`src/rtl/exec_seq_pkg.sv`:
```
// Shared types and instruction-field layout for the instruction sequencer.
// The field positions here are the single source of truth for the decoder.
package exec_seq_pkg;

  typedef enum logic [2:0] {
    S_IDLE      = 3'd0,
    S_FETCH     = 3'd1,
    S_DECODE    = 3'd2,
    S_EXECUTE   = 3'd3,
    S_WRITEBACK = 3'd4,
    S_HALT      = 3'd5,
    S_ERROR     = 3'd6
  } state_e;

  localparam logic [6:0] HALT_OPCODE = 7'b1111111;

  localparam int OPCODE_LSB = 0;
  localparam int OPCODE_MSB = 6;
  localparam int RD_LSB     = 7;
  localparam int RD_MSB     = 11;
  localparam int FUNC_LSB   = 12;
  localparam int FUNC_MSB   = 15;
  localparam int RS1_LSB    = 16;
  localparam int RS1_MSB    = 20;
  localparam int RS2_LSB    = 21;
  localparam int RS2_MSB    = 25;
  localparam int IMM_LSB    = 26;
  localparam int IMM_MSB    = 31;
  localparam int IMM_W      = IMM_MSB - IMM_LSB + 1;

endpackage

```
`src/rtl/exec_seq_decode.sv`:
```
// Purely combinational field extraction from the latched instruction word.
// The 6-bit immediate is sign-extended to 32 bits.
module exec_seq_decode
  import exec_seq_pkg::*;
(
  input  logic [31:0] instr_i,
  output logic [6:0]  opcode_o,
  output logic [4:0]  rd_o,
  output logic [3:0]  func_o,
  output logic [4:0]  rs1_o,
  output logic [4:0]  rs2_o,
  output logic [31:0] imm_o
);

  assign opcode_o = instr_i[OPCODE_MSB:OPCODE_LSB];
  assign rd_o     = instr_i[RD_MSB:RD_LSB];
  assign func_o   = instr_i[FUNC_MSB:FUNC_LSB];
  assign rs1_o    = instr_i[RS1_MSB:RS1_LSB];
  assign rs2_o    = instr_i[RS2_MSB:RS2_LSB];
  assign imm_o    = {{(32 - IMM_W){instr_i[IMM_MSB]}}, instr_i[IMM_MSB:IMM_LSB]};

endmodule

```
`src/rtl/exec_sequencer.sv`:
```
// Multi-cycle FETCH/DECODE/EXECUTE/WRITEBACK sequencer driving an external
// execute unit and register file. Handshake: imem_data is taken on any FETCH cycle with imem_valid=1.
module exec_sequencer
  import exec_seq_pkg::*;
#(
  parameter logic [31:0] RESET_PC      = 32'h0000_0000,
  parameter int          FETCH_TIMEOUT = 15
) (
  input  logic        clk,
  input  logic        rst_n,
  input  logic        start,
  output logic        imem_req,
  output logic [31:0] imem_addr,
  input  logic        imem_valid,
  input  logic [31:0] imem_data,
  output logic [4:0]  rf_rs1_addr,
  output logic [4:0]  rf_rs2_addr,
  output logic [6:0]  ex_opcode,
  output logic [3:0]  ex_func,
  output logic [31:0] ex_imm,
  input  logic [31:0] ex_sonuc,
  input  logic        ex_pc_update,
  input  logic        ex_we,
  input  logic        ex_hata,
  output logic        rf_we,
  output logic [4:0]  rf_rd_addr,
  output logic [31:0] rf_wdata,
  output logic [31:0] pc,
  output logic        busy,
  output logic        halted,
  output logic        hata,
  output logic [15:0] instr_count
);

  localparam int TCNT_W = $clog2(FETCH_TIMEOUT + 1);
  localparam logic [TCNT_W-1:0] TCNT_LAST = TCNT_W'(FETCH_TIMEOUT - 1);

  state_e             state_q;
  logic [31:0]        pc_q;
  logic [31:0]        instr_q;
  logic [TCNT_W-1:0]  tcnt_q;
  logic [15:0]        instr_count_q;
  logic [6:0]         ex_opcode_q;
  logic [3:0]         ex_func_q;
  logic [31:0]        ex_imm_q;
  logic [4:0]         rs1_q;
  logic [4:0]         rs2_q;
  logic [4:0]         rd_q;
  logic [31:0]        sonuc_q;
  logic               pc_upd_q;
  logic               rf_we_q;

  logic [6:0]  dec_opcode;
  logic [4:0]  dec_rd;
  logic [3:0]  dec_func;
  logic [4:0]  dec_rs1;
  logic [4:0]  dec_rs2;
  logic [31:0] dec_imm;
  logic [31:0] pc_d;

  exec_seq_decode u_decode (
    .instr_i  (instr_q),
    .opcode_o (dec_opcode),
    .rd_o     (dec_rd),
    .func_o   (dec_func),
    .rs1_o    (dec_rs1),
    .rs2_o    (dec_rs2),
    .imm_o    (dec_imm)
  );

  // Natural 32-bit overflow gives the required wrap from FFFF_FFFC to 0.
  assign pc_d = pc_upd_q ? sonuc_q : (pc_q + 32'd4);

  always_ff @(posedge clk or negedge rst_n) begin
    if (!rst_n) begin
      state_q       <= S_IDLE;
      pc_q          <= RESET_PC;
      instr_q       <= '0;
      tcnt_q        <= '0;
      instr_count_q <= '0;
      ex_opcode_q   <= '0;
      ex_func_q     <= '0;
      ex_imm_q      <= '0;
      rs1_q         <= '0;
      rs2_q         <= '0;
      rd_q          <= '0;
      sonuc_q       <= '0;
      pc_upd_q      <= 1'b0;
      rf_we_q       <= 1'b0;
    end else begin
      rf_we_q <= 1'b0;
      case (state_q)
        S_IDLE: begin
          if (start) begin
            tcnt_q  <= '0;
            state_q <= S_FETCH;
          end
        end
        S_FETCH: begin
          if (imem_valid) begin
            instr_q <= imem_data;
            state_q <= S_DECODE;
          end else if (tcnt_q == TCNT_LAST) begin
            state_q <= S_ERROR;
          end else begin
            tcnt_q <= tcnt_q + TCNT_W'(1);
          end
        end
        S_DECODE: begin
          if (dec_opcode == HALT_OPCODE) begin
            state_q <= S_HALT;
          end else begin
            ex_opcode_q <= dec_opcode;
            ex_func_q   <= dec_func;
            ex_imm_q    <= dec_imm;
            rs1_q       <= dec_rs1;
            rs2_q       <= dec_rs2;
            rd_q        <= dec_rd;
            state_q     <= S_EXECUTE;
          end
        end
        S_EXECUTE: begin
          sonuc_q  <= ex_sonuc;
          pc_upd_q <= ex_pc_update;
          // A taken branch to a non-word-aligned target is a fault, not a jump.
          if (ex_hata || (ex_pc_update && (ex_sonuc[1:0] != 2'b00))) begin
            state_q <= S_ERROR;
          end else begin
            rf_we_q <= ex_we && (rd_q != 5'd0);
            state_q <= S_WRITEBACK;
          end
        end
        S_WRITEBACK: begin
          pc_q <= pc_d;
          if (instr_count_q != 16'hFFFF) begin
            instr_count_q <= instr_count_q + 16'd1;
          end
          tcnt_q  <= '0;
          state_q <= S_FETCH;
        end
        S_HALT: begin
          if (start) begin
            pc_q    <= RESET_PC;
            tcnt_q  <= '0;
            state_q <= S_FETCH;
          end
        end
        S_ERROR: begin
          state_q <= S_ERROR;
        end
        default: begin
          state_q <= S_IDLE;
        end
      endcase
    end
  end

  assign imem_req    = (state_q == S_FETCH);
  assign imem_addr   = pc_q;
  assign pc          = pc_q;
  assign busy        = (state_q == S_FETCH) || (state_q == S_DECODE) ||
                       (state_q == S_EXECUTE) || (state_q == S_WRITEBACK);
  assign halted      = (state_q == S_HALT);
  assign hata        = (state_q == S_ERROR);
  assign instr_count = instr_count_q;
  assign ex_opcode   = ex_opcode_q;
  assign ex_func     = ex_func_q;
  assign ex_imm      = ex_imm_q;
  assign rf_rs1_addr = rs1_q;
  assign rf_rs2_addr = rs2_q;
  assign rf_rd_addr  = rd_q;
  assign rf_wdata    = sonuc_q;
  assign rf_we       = rf_we_q;

endmodule

```
`config.mk`:
```
export PLATFORM = sky130hd
export DESIGN_NAME = exec_sequencer
export DESIGN_NICKNAME = d
export VERILOG_FILES = /design/src/rtl/exec_seq_pkg.sv /design/src/rtl/exec_seq_decode.sv /design/src/rtl/exec_sequencer.sv
export SDC_FILE = /design/constraint.sdc
export NUM_CORES = 1
export LEC_CHECK = 0
export ABC_AREA = 1
export CAP_MARGIN = 5
export CELL_PAD_IN_SITES_DETAIL_PLACEMENT = 0
export CELL_PAD_IN_SITES_GLOBAL_PLACEMENT = 2
export CORE_MARGIN = 2
export CORE_UTILIZATION = 28
export DETAILED_ROUTE_END_ITERATION = 8
export PLACE_DENSITY_LB_ADDON = 0.1
export SETUP_SLACK_MARGIN = 0.05
export SLEW_MARGIN = 10
export SYNTH_ARGS = -nofsm -noshare
export SYNTH_HDL_FRONTEND = slang
export SYNTH_SLANG_ARGS = --single-unit
```
`constraint.sdc`:
```
create_clock -name clk -period 3 [get_ports clk]
set_input_delay 0.45 -clock clk [delete_from_list [all_inputs] [get_ports clk]]
set_output_delay 0.45 -clock clk [all_outputs]
set_load 0.02 [all_outputs]
```
=== After elaboration in Yosys (flattened, before gate mapping) ===
Index checks and enable logic that the tools add are counted.

* Register bits: 153
* Input port bits: 71
* Output and inout port bits: 175
* Word-level logic and storage cells: 65

* $add $sub $neg: 3
* Eq/ne operators: 14
* Multiplexer cells: 15
* Bitwise logic cells: 1
* Reductions and logical operators: 18

{| class="wikitable"
|+ Operators with widths
! kind !! number
|-
| 2-to-1 mux 32 bit || 2
|-
| one-hot mux 32 bit (2 select lines) || 1
|-
| adder 32 x 3 -> 32 bit (second input constant) || 1
|-
| one-hot mux 3 bit (6 select lines) || 1
|-
| adder 16 x 1 -> 16 bit (second input constant) || 1
|-
| inequality test 16 bit (second input constant) || 1
|-
| 2-to-1 mux 3 bit || 4
|-
| 2-to-1 mux 4 bit || 3
|-
| one-hot mux 4 bit (3 select lines) || 1
|-
| AND reduction 2 bit || 5
|-
| equality test 3 bit (second input constant) || 3
|-
| equality test 7 bit (second input constant) || 1
|-
| equality test 3 x 2 -> 1 bit (second input constant) || 2
|-
| inequality test 2 bit (second input constant) || 3
|-
| nonzero test 5 bit || 1
|-
| adder 4 x 1 -> 4 bit (second input constant) || 1
|-
| equality test 4 bit (second input constant) || 1
|-
| logical OR 1 bit || 4
|-
| AND reduction 4 bit || 1
|-
| nonzero test 2 bit || 2
|-
| equality test 3 x 1 -> 1 bit (second input constant) || 1
|-
| zero test 3 bit || 1
|-
| inequality test 3 x 1 -> 1 bit (second input constant) || 1
|-
| nonzero test 3 bit || 1
|-
| 6 further kinds || 8
|}

=== Longest topological paths before layout ===
* Word-level depth: 5
* Mapped depth: 10
* Mapped depth without buffers: 10

=== Hierarchy ===
Synthesis repeated with hierarchy kept, for this count alone.

* Cells, all modules: 1156
* Area, all modules: 9023.7 sq um

{| class="wikitable"
|+ By module, submodules not included
! module !! times used !! cells each !! area each (sq um) !! sequential area each (sq um)
|-
| exec_sequencer || 1 || 1098 || 8588.2 || 4479.3
|-
| exec_seq_decode || 1 || 58 || 435.4 || 0.0
|}

=== Least setup slack after synthesis ===
OpenSTA, ideal clock, no wires.

* Path kind: flip-flop to flip-flop
* From: reg instr_count_q[0], in the netlist instr_count[0]
* To: reg instr_count_q[10], in the netlist instr_count[10]
* Library setup time: 0.117 ns
* Arrival: 1.654 ns
* Data required time: 2.883 ns
* Setup slack: 1.230 ns
* Cell stages (with the launch flop): 10
* Path buffers: 1
* Period minus slack after synthesis: 1.770 ns
* Cells stage by stage: dfrtp_1 > ha_1 > nand3_4 > nor2_8 > nand3b_4 > o21ai_4 > inv_4 > buf_6 > nand2_1 > nand2_1

* Cells in the longest elaborated chain, start to end: 2
* Elaborated cells between the ends (all ways): 3
* Those cells by class: add/sub (1); eq/ne (1); reduce/logical (1)

{| class="wikitable"
|+ RTL lines
! what !! RTL line !! source
|-
| start: declaration || exec_sequencer.sv:42 || <nowiki>logic [15:0] instr_count_q;</nowiki>
|-
| start signal: assignment || exec_sequencer.sv:136 || <nowiki>instr_count_q <= instr_count_q + 16'd1;</nowiki>
|-
| parallel branches: the longest is 2 deep, another holds adder 16 x 1 -> 16 bit || -- ||
|}

Parallel ways; which one is timed is not known.
A chain may end at the register's enable or synchronous reset.

=== Worst setup path after layout ===
* From: reg state_q[0]
* To: out imem_req

* Cells in the longest elaborated chain, start to end: 1

{| class="wikitable"
|+ RTL lines
! what !! RTL line !! source
|-
| start: declaration || exec_sequencer.sv:38 || <nowiki>state_e state_q;</nowiki>
|-
| start signal: assignment || exec_sequencer.sv:76 || <nowiki>state_q <= S_IDLE;</nowiki>
|-
| start signal: assignment || exec_sequencer.sv:96 || <nowiki>state_q <= S_FETCH;</nowiki>
|-
| start signal: assignment || exec_sequencer.sv:102 || <nowiki>state_q <= S_DECODE;</nowiki>
|-
| equality test 3 x 1 -> 1 bit || exec_sequencer.sv:158 || <nowiki>assign imem_req = (state_q == S_FETCH);</nowiki>
|-
| end: declaration || exec_sequencer.sv:12 || <nowiki>output logic imem_req,</nowiki>
|}

Every way passes these cells.

==> impl_metrics.yaml <==
synth:
  synth-seq-cells: 153
  synth_cell_types: 35
  synth_fp_nets: 1082
  synth_area_leaders: "dfrtp_1 49%, nand2_1 16%, o21ai_0 6.9%"
  synth_cells: 1007
  ys_warn_count: 0
  synth_top_area_share_pct: 48.9
  yosys.area.top_type: "dfrtp_1"
  syn_avg_cell_area_um2: 7.78
  ys_seq_area_share_pct: 48.9
  synth.cell_area_um2: 7840
floorplan:
  die_x_um: 171
  dieArea_um2: 29300
  fp.dieH_um: 171
  initial_core_util_pct: 28.3
  ios: 246
  core_area_um2: 27700
  row_count: 61
final_layout:
  mostFrequentLayoutCells: "333 x nand2_1, 244 x clkdlybuf4s50_1, 153 x dfrtp_1"
  stdcell_count: 1581
  syn2layout_area_growth_pct: 39.2
  seq_area_um2: 3830
  finalNetCount: 1265
  multi_input_area_um2: 3020
  drive_gt1_share_pct: 4.99
  diodes: 0
  final_common_cell: "nand2_1"
  design_area_um2: 10900
  fillCellCount: 2942
critical_path:
  cp-end-kind: "output pin"
  crit_family: "buffers and inverters"
  critical-path-max-stage-delay_ps: 640
  r2r-start: "instr_q[0]"
  path_max_fanout: 6
  arrival_ps: 2020
  required_ps: 2550
  start_kind: "flop"
  critPathSlowestCell: "clkdlybuf4s50_1"
  cp-startpoint: "state_q[0]"
  crit_chain: "inv_1 > nor2_4 > nand2_1 > inv_1 > clkdlybuf4s50_1"
  crit_path_frequent_cell: "inv_1"
  critical_path_class: "reg2out"
  worst-path-buf-inv: 3
global_route:
  grt_max_degree: 57
  grt_pass1_vias: 6607
  grt_overflow: 0
  grt_pass1_wl_um: 37500
  antenna_found_initial: 0
  track_usage_pct: 16.8
status:
  failed_checks: "hold timing"
  outcome: "finished, violations left"
timing:
  rsz0062_at_grt: "no"
  hold_violations: 12
  whs_ps: -11.4
  tns_ps: 0
  fmax_mhz: 406
  period_minus_slack_ps: 2470
  tightest_slew_ps: 876
  finalClockSkew_ps: 13.1
  fin_crit_sh_pct: 82.2
  final-setup-viol-count: 0
  max_slew_margin_pct: 41.5
  finalMaxSlewViolations: 0
power_and_ir_drop:
  clock_power_share_pct: 50.8
  pwr-share-seq_pct: 45.4
  p_total_uw: 4610
  p_int_uw: 3530
  pwr-share-comb_pct: 3.8
  p_leak_uw: 0.00537
  p_per_area_nw_per_um2: 423
  ir_drop_mv: 0.238
  switchingPower_uw: 1080
  power_switching_share_pct: 23.4
routing:
  drt.antenna.violating_nets: 0
  wl_per_cell_um: 15.2
  vias: 6776
  dr.pass1.iters: 5
  route.detailed.drc: 0
  vias_per_cell: 4.29
  wl_um: 24100
  drtIter0Drc: 394
clock_tree:
  numClockSinks: 153
  path_clk_slew_ps: 70
  postCtsResizedCells: 0
  clock_path_buffers: 2
  cts_buffers: 17
  hold_buffers: 0
  htreeDepth: 4
  post_cts_buffers: 0
  clock_latency_ps: 430
  cts_tree: "done"
  root_buffer: "clkbuf_16"
min_path:
  min_path_type: "in2async"
place:
  dp_hpwl_um: 17500
  dp_cells: 1549
  place.gp.congestion: 0.738
  place_area_um2: 10300
  io_buffers: 245
flow_run:
  maxCapViolations: 0
per-stage QoR:
step           hold slack, ps  setup WS, ps  utilization, %
3_3_place_gp              455           741            37.1
3_5_place_dp              460           716            37.1
2_1_floorplan             154          1230               -
4_1_cts                  4.95           499            39.4
5_1_grt                  7.16           362            39.4
6_report                -11.4           534            39.4
path summary, 6_finish.rpt:
path / end / slack [ps] / depth (start not counted)
worst max-delay path: imem_req / 530 / 5
worst min register to register: instr_q[16] / 470 / 2
worst min-delay path: ex_imm[5] / -10 / 1
worst max register to register: ex_imm[5] / 800 / 7
max in group asynchronous: instr_count[7] / 2230 / 2
min in group clk: instr_q[16] / 470 / 2
logic make-up after synthesis:
| group | share of synthesized area (%) |
|---|---|
| adder cells (fa/ha/maj) | 0.639 |
| flip-flops | 48.9 |
| AND/OR/NAND/NOR | 25.2 |
| XOR/XNOR | 2.57 |
| AO/OA/AOI/OAI | 10.0 |
| multiplexers | 0.128 |
| buffers and inverters | 12.6 |
metal layers:
layer / wire [µm] / track usage [%]
met4: 165 / 3.32
met5: 0 / 0
met1: 11700 / 23.6
met3: 920 / 3.06
met2: 11300 / 27.2
power by group through the flow:
stage,combinational (µW),clock (µW),sequential [µW]
finish,175,2340,2100
global route,198,2490,2100
CTS,182,2400,2090
detailed placement,181,0,2140
global placement,181,0,2130
floorplan,26.7,0,2130
area by class of cell:
type	instances	area share (%)
clock buffer	18	3.93
clock inverter	14	1.81
inverter	106	3.67
multi-input combinational	656	27.7
sequential	153	35.1
tap	378	4.33
timing repair buffer	256	23.5
sequential cells by signal, summed over array words and instances (netlist names):
signal and cells:
ex_func 4, ex_imm 6, ex_opcode 7, imem_addr 32
instr_count 16, instr_q 32, pc_upd_q 1, rf_rd_addr 5
rf_rs1_addr 5, rf_rs2_addr 5, rf_wdata 32, rf_we 1
state_q 3, tcnt_q 4
synthesized netlist by cell type:
cell / number
a211oi_1: 1
a21oi_1: 32
and2_1: 2
buf_1: 1
buf_2: 7
buf_4: 58
buf_6: 2
clkbuf_1: 24
dfrtp_1: 153
ha_1: 4
inv_1: 103
inv_2: 2
inv_4: 1
mux2i_1: 1
nand2_1: 333
nand2_2: 1
nand3_1: 59
nand3_4: 1
nand3b_1: 1
nand3b_4: 1
nand4_1: 5
nor2_1: 60
nor2_2: 2
nor2_4: 3
nor2_8: 1
nor3_1: 7
o21ai_0: 108
o21ai_1: 3
o21ai_2: 3
o21ai_4: 1
o21bai_1: 2
o22ai_1: 1
or2_2: 1
xnor2_1: 11
xor2_1: 12
Note: power is estimated with default switching activity, not from simulation.
